$ cat src/rtl/prog_loader.sv
`default_nettype none
// ============================================================================
//  Module      : prog_loader
//  Description : Framed byte-stream program loader. Accepts SYNC, LEN, LEN
//                payload bytes and (optionally) a CHK byte over a valid/ready
//                handshake, writes the payload into instruction memory and
//                raises cpu_run only after a complete, good frame.
//  Options     : LOADER_CHECKSUM_EN - when defined, a trailing CHK byte is
//                expected and (sum of payload + CHK) mod 256 must be zero.
//  Revision    : 1.0 - initial release
// ============================================================================
module prog_loader #(
    parameter int         ADDR_W = 7,
    parameter int         DEPTH  = 32,
    parameter logic [7:0] SYNC   = 8'hA5
) (
    input  logic              clk,
    input  logic              rst_n,      // asynchronous, active-high
    input  logic              rx_valid,
    input  logic [7:0]        rx_data,
    output logic              rx_ready,
    output logic              mem_we,
    output logic [ADDR_W-1:0] mem_addr,
    output logic [7:0]        mem_wdata,
    output logic              cpu_run,
    output logic              busy,
    output logic              err,
    output logic [1:0]        err_code
);

    // WR is the mem_we cycle of a payload byte; it belongs to the DATA phase.
    localparam logic [2:0] C_IDLE = 3'd0;
    localparam logic [2:0] C_LEN  = 3'd1;
    localparam logic [2:0] C_DATA = 3'd2;
    localparam logic [2:0] C_WR   = 3'd3;
`ifdef LOADER_CHECKSUM_EN
    localparam logic [2:0] C_CHK  = 3'd4;
`endif
    localparam logic [2:0] C_DONE = 3'd5;
    localparam logic [2:0] C_ERR  = 3'd6;

    localparam logic [7:0] C_DEPTH = 8'(DEPTH);

    localparam logic [1:0] C_ERR_NONE = 2'd0;
    localparam logic [1:0] C_ERR_LEN  = 2'd1;
`ifdef LOADER_CHECKSUM_EN
    localparam logic [1:0] C_ERR_CHK  = 2'd2;
`endif

    logic [2:0] state_q, state_d;
    logic [7:0] idx_q,   idx_d;
    logic [7:0] len_q,   len_d;
    logic [7:0] byte_q,  byte_d;
    logic [1:0] err_code_q, err_code_d;
`ifdef LOADER_CHECKSUM_EN
    logic [7:0] sum_q,   sum_d;
    logic [7:0] w_chk_total;
`endif

    logic       w_take;
    logic       w_sync;
    logic       w_len_bad;
    logic       w_last;
    logic [7:0] w_idx_inc;

    assign w_take    = rx_valid & rx_ready;
    assign w_sync    = w_take & (rx_data == SYNC);
    assign w_len_bad = (rx_data == 8'd0) || (rx_data > C_DEPTH);
    assign w_idx_inc = idx_q + 8'd1;
    // The write in flight is the LEN-th one when idx+1 reaches LEN.
    assign w_last    = (w_idx_inc == len_q);
`ifdef LOADER_CHECKSUM_EN
    assign w_chk_total = sum_q + rx_data;
`endif

    // Outputs are decoded directly from the registered state so cpu_run
    // drops on the same edge the state leaves DONE.
    assign rx_ready  = (state_q != C_WR);
    assign mem_we    = (state_q == C_WR);
    assign mem_addr  = ADDR_W'(idx_q);
    assign mem_wdata = byte_q;
    assign cpu_run   = (state_q == C_DONE);
    assign err       = (state_q == C_ERR);
`ifdef LOADER_CHECKSUM_EN
    assign busy      = (state_q == C_LEN) || (state_q == C_DATA) ||
                       (state_q == C_WR)  || (state_q == C_CHK);
`else
    assign busy      = (state_q == C_LEN) || (state_q == C_DATA) ||
                       (state_q == C_WR);
`endif
    assign err_code  = err_code_q;

    // Next-state and datapath update for the frame parser.
    always_comb begin
        state_d    = state_q;
        idx_d      = idx_q;
        len_d      = len_q;
        byte_d     = byte_q;
        err_code_d = err_code_q;
`ifdef LOADER_CHECKSUM_EN
        sum_d      = sum_q;
`endif
        case (state_q)
            C_IDLE, C_DONE, C_ERR: begin
                // Only SYNC is meaningful while waiting; everything else is dropped.
                if (w_sync) begin
                    state_d    = C_LEN;
                    idx_d      = 8'd0;
                    err_code_d = C_ERR_NONE;
`ifdef LOADER_CHECKSUM_EN
                    sum_d      = 8'd0;
`endif
                end
            end
            C_LEN: begin
                if (w_take) begin
                    if (w_len_bad) begin
                        state_d    = C_ERR;
                        err_code_d = C_ERR_LEN;
                    end else begin
                        len_d   = rx_data;
                        state_d = C_DATA;
                    end
                end
            end
            C_DATA: begin
                if (w_take) begin
                    byte_d  = rx_data;
                    state_d = C_WR;
                end
            end
            C_WR: begin
                idx_d = w_idx_inc;
`ifdef LOADER_CHECKSUM_EN
                sum_d   = sum_q + byte_q;
                state_d = w_last ? C_CHK : C_DATA;
`else
                state_d = w_last ? C_DONE : C_DATA;
`endif
            end
`ifdef LOADER_CHECKSUM_EN
            C_CHK: begin
                if (w_take) begin
                    if (w_chk_total == 8'd0) begin
                        state_d = C_DONE;
                    end else begin
                        state_d    = C_ERR;
                        err_code_d = C_ERR_CHK;
                    end
                end
            end
`endif
            default: begin
                state_d = C_IDLE;
            end
        endcase
    end

    // State and datapath registers with asynchronous active-high reset.
    always_ff @(posedge clk or posedge rst_n) begin
        if (rst_n) begin
            state_q    <= C_IDLE;
            idx_q      <= 8'd0;
            len_q      <= 8'd0;
            byte_q     <= 8'd0;
            err_code_q <= C_ERR_NONE;
`ifdef LOADER_CHECKSUM_EN
            sum_q      <= 8'd0;
`endif
        end else begin
            state_q    <= state_d;
            idx_q      <= idx_d;
            len_q      <= len_d;
            byte_q     <= byte_d;
            err_code_q <= err_code_d;
`ifdef LOADER_CHECKSUM_EN
            sum_q      <= sum_d;
`endif
        end
    end

endmodule
`default_nettype wire

$ cat config.mk
export PLATFORM = sky130hd
export DESIGN_NAME = prog_loader
export DESIGN_NICKNAME = d
export VERILOG_FILES = /design/src/rtl/prog_loader.sv
export SDC_FILE = /design/constraint.sdc
export NUM_CORES = 1
export LEC_CHECK = 0
export CAP_MARGIN = 20
export CORE_MARGIN = 2
export CORE_UTILIZATION = 55
export CTS_CLUSTER_DIAMETER = 40
export CTS_CLUSTER_SIZE = 12
export DETAILED_ROUTE_END_ITERATION = 16
export PLACE_DENSITY = 0.81
export SYNTH_ARGS = -nofsm -noshare
export SYNTH_HDL_FRONTEND = slang
export SYNTH_SLANG_ARGS = --single-unit
$ cat constraint.sdc
create_clock -name clk -period 3.9 [get_ports clk]
set_clock_uncertainty 0.2 [all_clocks]
set_input_delay 0.585 -clock clk [delete_from_list [all_inputs] [get_ports clk]]
set_output_delay 0.585 -clock clk [all_outputs]
set_load 0.05 [all_outputs]
==> results.ini, run 1 <==
[power_and_ir_drop]
vdd_ir_drop_max_mv=0.509
leakage_nw=0.866
cellPowerDensity_mw_per_mm2=887
power.total_mw=1.78

[yosys]
syn_avg_cell_area_um2=9.74
synthArstFlopShare=1.00
synthCells=174
ys_seq_area_frac=0.414
synth_edf_count=0
synth.distinct_cells=48
synth.cell_area_mm2=0.00169
mappedNetlistNets=186
yosysWarnings=0
ys.flop_type=dfrtp_1
synth_seq_cells=28

[sta]
fmax_mhz=312
max-slew-margin-rel=0.574
fin_setup_tns_ns=0
finalCritPeriodShare=0.821
hold_viol=0
tightestPinTransition_ns=0.636
hold_ws_ns=0.304
period_minus_slack_ns=3.20
rsz0062_at_grt=no
drv_slew=0
final-setup-viol-count=0

[final_layout]
layout.nets=205
post-route-util=0.666
final_cells=225
layout-area-overhead-vs-synth_pct=18.1
layout-drive-gt1-share=0.125
diodes=0

[clock_network]
cts_resized=0
htree_levels=1
cts_buffers=3
post_cts_buffers=0
clock-sinks=28
ctsHoldBuffers=0
cts_tree=done
path_clk_slew_ns=0.15
clk-insertion-delay-late_ns=0.33
cts_root_buffer=clkbuf_4
cts.path.max_buffers=2

[setup_path]
r2r_cells=7
r2r_slack_ns=1.15
rr_endpoint=idx_q[3]
cp.arrival_ns=2.42
crit_path_end_kind=output port
critPathRequiredTime_ns=3.12
r2r-start=state_q[1]
cp-start-kind=flip-flop
critPathKind=flip-flop to output port
path_max_fanout=12

[min_path]
min-delay-start=err_code[0]
hp-class=flip-flop to flip-flop
hold_depth=2
min_to=err_code[0]

[route]
wl_um=3600
drcViolationCount=0
vias_per_cell=6.23
drtPass1Iterations=4
dr.first_iter.drc_count=49
detail-route-antenna-nets=0
num_vias=1401
wire_per_inst_um=16.0

[global_route]
grt_max_degree=29
grt_usage=0.233
grt_pass1_wl_um=6210
globalRouteOverflowTotal=0
antenna_found_initial=0
first_global_vias=1358

[floorplan]
ios=33
rows=20
dieWidth_um=59.5
coreArea_mm2=0.00300
initial_core_util=0.564
die-area_mm2=0.00354
die_h_um=59.5

[placed_design]
hpwl_um=2640
place_inst=220
port-buffer-count=31
gp_congestion=0.913

[run_status]
outcome=finished, final reports clean

[job]
maxCapViolCount=0

[per-stage QoR]
stage | area [um2] | setup WS, ns
global route | 2000 | 0.545
detailed placement | 1940 | 0.743
floorplan | 1690 | 1.33
global placement | 1940 | 0.801
finish | 2000 | 0.698
CTS | 1970 | 0.701
[power by group]
| part | total (mW) | internal [mW] | leakage [nW] | switching [mW] |
|---|---|---|---|---|
| Clock | 0.145 | 0.0572 | 0.0210 | 0.0876 |
| Sequential | 0.541 | 0.397 | 0.357 | 0.144 |
| Combinational | 1.09 | 0.410 | 0.488 | 0.680 |
[per-layer routing]
metal / wire (um) / up-vias / global-route usage
met5: 0 / - / 0
met4: 68 / 0 / 0.108
met3: 150 / 10 / 0.0306
met2: 1810 / 58 / 0.389
met1: 1570 / 676 / 0.300
li1: - / 657 / -
[final cells by class]
cell class	instances	area [um2]
multi-input cells	125	873
well taps	33	41.3
repair buffers	32	338
inverters	3	11.3
clock buffers	4	36.3
fillers	230	1000
flip-flops and latches	28	701
[critical path, cell delays in order, from the launching register on]
cell and delay (ns):
dfrtp_1 0.57, nor2b_1 0.31, nand2_2 0.16, inv_2 0.21, clkdlybuf4s50_1 0.84
[synth_stat cells (2+ instances only)]
master	n	area (um2)
a211oi_1	2	15.0
a21boi_0	2	15.0
a21oi_1	7	35.0
a22o_1	2	17.5
a311o_1	2	20.0
a31o_1	2	17.5
a31oi_1	5	31.3
and2_1	3	18.8
and3_1	2	12.5
buf_4	9	67.6
clkbuf_1	8	30.0
dfrtp_1	28	701
inv_2	2	7.51
mux2_2	8	90.1
mux2_4	6	90.1
nand2_1	13	48.8
nand2b_1	3	18.8
nand3_1	9	45.0
nand4_1	2	12.5
nor2_1	12	45.0
nor3_1	3	15.0
nor4_1	2	12.5
o21a_1	2	15.0
o21ai_0	4	20.0
o22ai_1	2	12.5
or3_1	3	18.8
or4_1	2	15.0
xnor2_1	4	35.0
xor2_1	6	52.6
[state kept, by name, summed over array words and instances (netlist names)]
| signal | cells |
|---|---|
| idx_q | 8 |
| len_q | 8 |
| mem_wdata | 8 |
| state_q | 3 |
| err_code | 1 |
[cell usage in the layout (no fill, tap or decap), drive strengths merged, types with 3 or more instances in the layout]
cell type / instances
xor2: 6
nor2: 12
and2: 3
clkdlybuf4s50: 31
nand2b: 3
nand2: 14
o21ai: 5
clkbuf: 4
a21oi: 7
inv: 3
dfrtp: 28
nor3: 4
nand3: 9
xnor2: 4
or3: 4
mux2: 14
a31oi: 5
[cell families (layout without fill, tap and decap cells)]
family                   Yosys count  in the layout  synth area share
other                              1              1           0.00221
AO/OA/AOI/OAI                     35             35             0.141
flip-flops                        28             28             0.414
buffers and inverters             21             39            0.0709
multiplexers                      15             15             0.112
AND/OR/NAND/NOR                   63             63             0.201
XOR/XNOR                          10             10            0.0517
adder cells (fa/ha/maj)            1              1           0.00738
[how the worst max path moves through the flow]
stage	depth (start not counted)	from	slack (ns)	endpoint
final	4	state_q[1]	0.70	mem_we
after global routing	4	state_q[1]	0.55	mem_we
after CTS	4	state_q[1]	0.70	mem_we
after detailed placement	6	rx_data[1]	0.74	len_q[2]
after global placement	6	rx_data[1]	0.80	len_q[3]
after floorplan	9	state_q[2]	1.33	idx_q[5]
No activity file was read; power rests on OpenSTA's default activity.
==> inputs of run 2 (changes only) <==
--- a/config.mk
+++ b/config.mk
@@ -7,11 +7,11 @@
 export LEC_CHECK = 0
 export CAP_MARGIN = 20
 export CORE_MARGIN = 2
-export CORE_UTILIZATION = 55
+export CORE_UTILIZATION = 51
 export CTS_CLUSTER_DIAMETER = 40
 export CTS_CLUSTER_SIZE = 12
 export DETAILED_ROUTE_END_ITERATION = 16
-export PLACE_DENSITY = 0.81
+export PLACE_DENSITY = 0.76
 export SYNTH_ARGS = -nofsm -noshare
 export SYNTH_HDL_FRONTEND = slang
 export SYNTH_SLANG_ARGS = --single-unit
==> constraint.sdc (replaced) <==
create_clock -name clk -period 3.3 [get_ports clk]
set_clock_uncertainty 0.2 [all_clocks]
set_input_delay 0.495 -clock clk [delete_from_list [all_inputs] [get_ports clk]]
set_output_delay 0.495 -clock clk [all_outputs]
set_load 0.05 [all_outputs]
==> run 2 against run 1 <==
Setup slack got worse by 0.43 ns. Final area is 0.31% lower. Critical path depth did not move. Global-route usage is 2.3 points lower. Final cell count rose by 4.9%. Routed wire length shrank 5.1%. Critical path type unchanged. Critical endpoint unchanged.
==> results.ini, run 2 (same netlist as run 1, synthesis figures left out) <==
[setup_path]
crit_path_end_kind=output port  ; unchanged
critPathRequiredTime_ns=2.60  ; was 3.12 ns
cp_slowest_stage_delay_ns=0.83  ; was 0.84 ns
critPathKind=flip-flop to output port  ; unchanged
cp_slowest_cell=clkdlybuf4s50_1  ; unchanged
worstPathCellList=nor2b_1 -> nand2_2 -> inv_2 -> clkdlybuf4s50_1  ; unchanged
path_max_fanout=12  ; unchanged
cp.arrival_ns=2.34  ; was 2.42 ns
cp-start-kind=flip-flop  ; unchanged

[floorplan]
initial_core_util=0.546  ; was 0.564
rows=20  ; unchanged
dieWidth_um=61.6  ; was 59.5 um
coreArea_mm2=0.00310  ; was 0.00300 mm2
ios=33  ; unchanged
die-area_mm2=0.00380  ; was 0.00354 mm2
die_h_um=61.6  ; was 59.5 um

[clock_network]
clk-insertion-delay-late_ns=0.33  ; about the same
htree_levels=1  ; unchanged
post_cts_buffers=0  ; unchanged
clock-sinks=28  ; unchanged
cts_buffers=3  ; unchanged
cts_tree=done  ; unchanged
ctsHoldBuffers=0  ; unchanged
path_clk_slew_ns=0.15  ; about the same
cts.path.max_buffers=2  ; unchanged
cts_resized=0  ; unchanged
cts_root_buffer=clkbuf_4  ; unchanged

[sta]
max-slew-margin-rel=0.594  ; was 0.574
rsz0062_at_grt=no  ; unchanged
fmax_mhz=329
fin_setup_tns_ns=0  ; unchanged
tightestPinTransition_ns=0.606  ; was 0.636 ns
period_minus_slack_ns=3.04
hold_viol=0  ; unchanged
final-setup-viol-count=0  ; unchanged
finalCritPeriodShare=0.920
drv_slew=0  ; unchanged

[final_layout]
seqCellArea_um2=701  ; unchanged
layout.nets=205  ; unchanged
layout-drive-gt1-share=0.125  ; unchanged
layout-area-overhead-vs-synth_pct=17.7  ; was 18.1%
nFillCells=278  ; was 230
layout_commonest_cell=clkdlybuf4s50_1  ; unchanged
diodes=0  ; unchanged
multiInputGateArea_um2=873  ; unchanged
final_cell_mix=31 x clkdlybuf4s50_1, 28 x dfrtp_1, 13 x nand2_1, 12 x nor2_1, 9 x nand3_1  ; unchanged

[route]
num_vias=1358  ; was 1,401
drcViolationCount=0  ; unchanged
drtPass1Iterations=4  ; unchanged
vias_per_cell=5.75  ; was 6.23
wl_um=3420  ; was 3600 um
dr.first_iter.drc_count=78  ; was 49
detail-route-antenna-nets=0  ; unchanged
wire_per_inst_um=14.5  ; was 16.0 um

[placed_design]
gp_congestion=0.814  ; was 0.913
port-buffer-count=31  ; unchanged
hpwl_um=2600  ; was 2640 um

[min_path]
hp-class=input port to async pin  ; was flip-flop to flip-flop

[run_status]
outcome=finished, final reports clean  ; unchanged

[global_route]
grt_usage=0.210  ; was 0.233
first_global_vias=1327  ; was 1,358
grt_pass1_wl_um=5870  ; was 6210 um
antenna_found_initial=0  ; unchanged
grt_max_degree=29  ; unchanged
globalRouteOverflowTotal=0  ; unchanged

[power_and_ir_drop]
vdd_ir_drop_max_mv=0.528  ; was 0.509 mV
power.total_mw=2.07  ; was 1.78 mW
cellPowerDensity_mw_per_mm2=1040  ; was 887 mW/mm2
leakage_nw=0.858  ; was 0.866 nW

[job]
maxCapViolCount=0  ; unchanged

-- run 2: cell counts in the layout (fill, tap and decap cells not counted) --
Identical to the previous run, type by type.
-- run 2: worst paths after layout --
path                                  start     endpoint  slack [ns]  depth (start not counted)
worst max register to register   state_q[1]     idx_q[3]        0.63                          7
worst min-delay path                  rst_n     len_q[7]        0.30                          3
max in group asynchronous             rst_n     idx_q[2]        2.34                          3
worst max-delay path             state_q[1]       mem_we        0.26                          4
worst min register to register  err_code[0]  err_code[0]        0.30                          2
min in group clk                err_code[0]  err_code[0]        0.30                          2
-- run 2: routing by layer --
layer	share of wire	track usage	vias to the layer above
met4	0.026	0.106	0
met1	0.46	0.282	638
met5	0	0	-
met3	0.051	0.0273	8
li1	-	-	664
met2	0.47	0.334	48
-- run 2: worst max-delay path, delay by kind of cell, from the launching register on --
family        cells  cell delay, ns
simple gates      2            0.42
flops             1            0.57
buf+inv           2            1.02
-- run 2: stage by stage --
step / worst slack [ns] / utilization / instance area (um2) / hold WS, ns / std cells
floorplan: 0.729 / - / 1690 / 0.274 / 174
global placement: 0.288 / 0.631 / 1960 / 0.260 / 232
detailed placement: 0.227 / 0.631 / 1960 / 0.262 / 232
CTS: 0.263 / 0.643 / 1990 / 0.296 / 236
global route: 0.112 / 0.643 / 1990 / 0.334 / 236
finish: 0.265 / 0.643 / 1990 / 0.296 / 236
-- run 2: cell type report --
class,count,area share
multi-input combinational,125,0.438
sequential,28,0.351
timing repair buffer,32,0.159
tap,44,0.0276
clock buffer,4,0.0182
inverter,3,0.00565
-- run 2: where the power goes --
group          internal [mW]  total [mW]  switching [mW]
clock                 0.0675       0.169           0.101
sequential             0.469       0.639           0.170
combinational          0.482        1.26           0.782
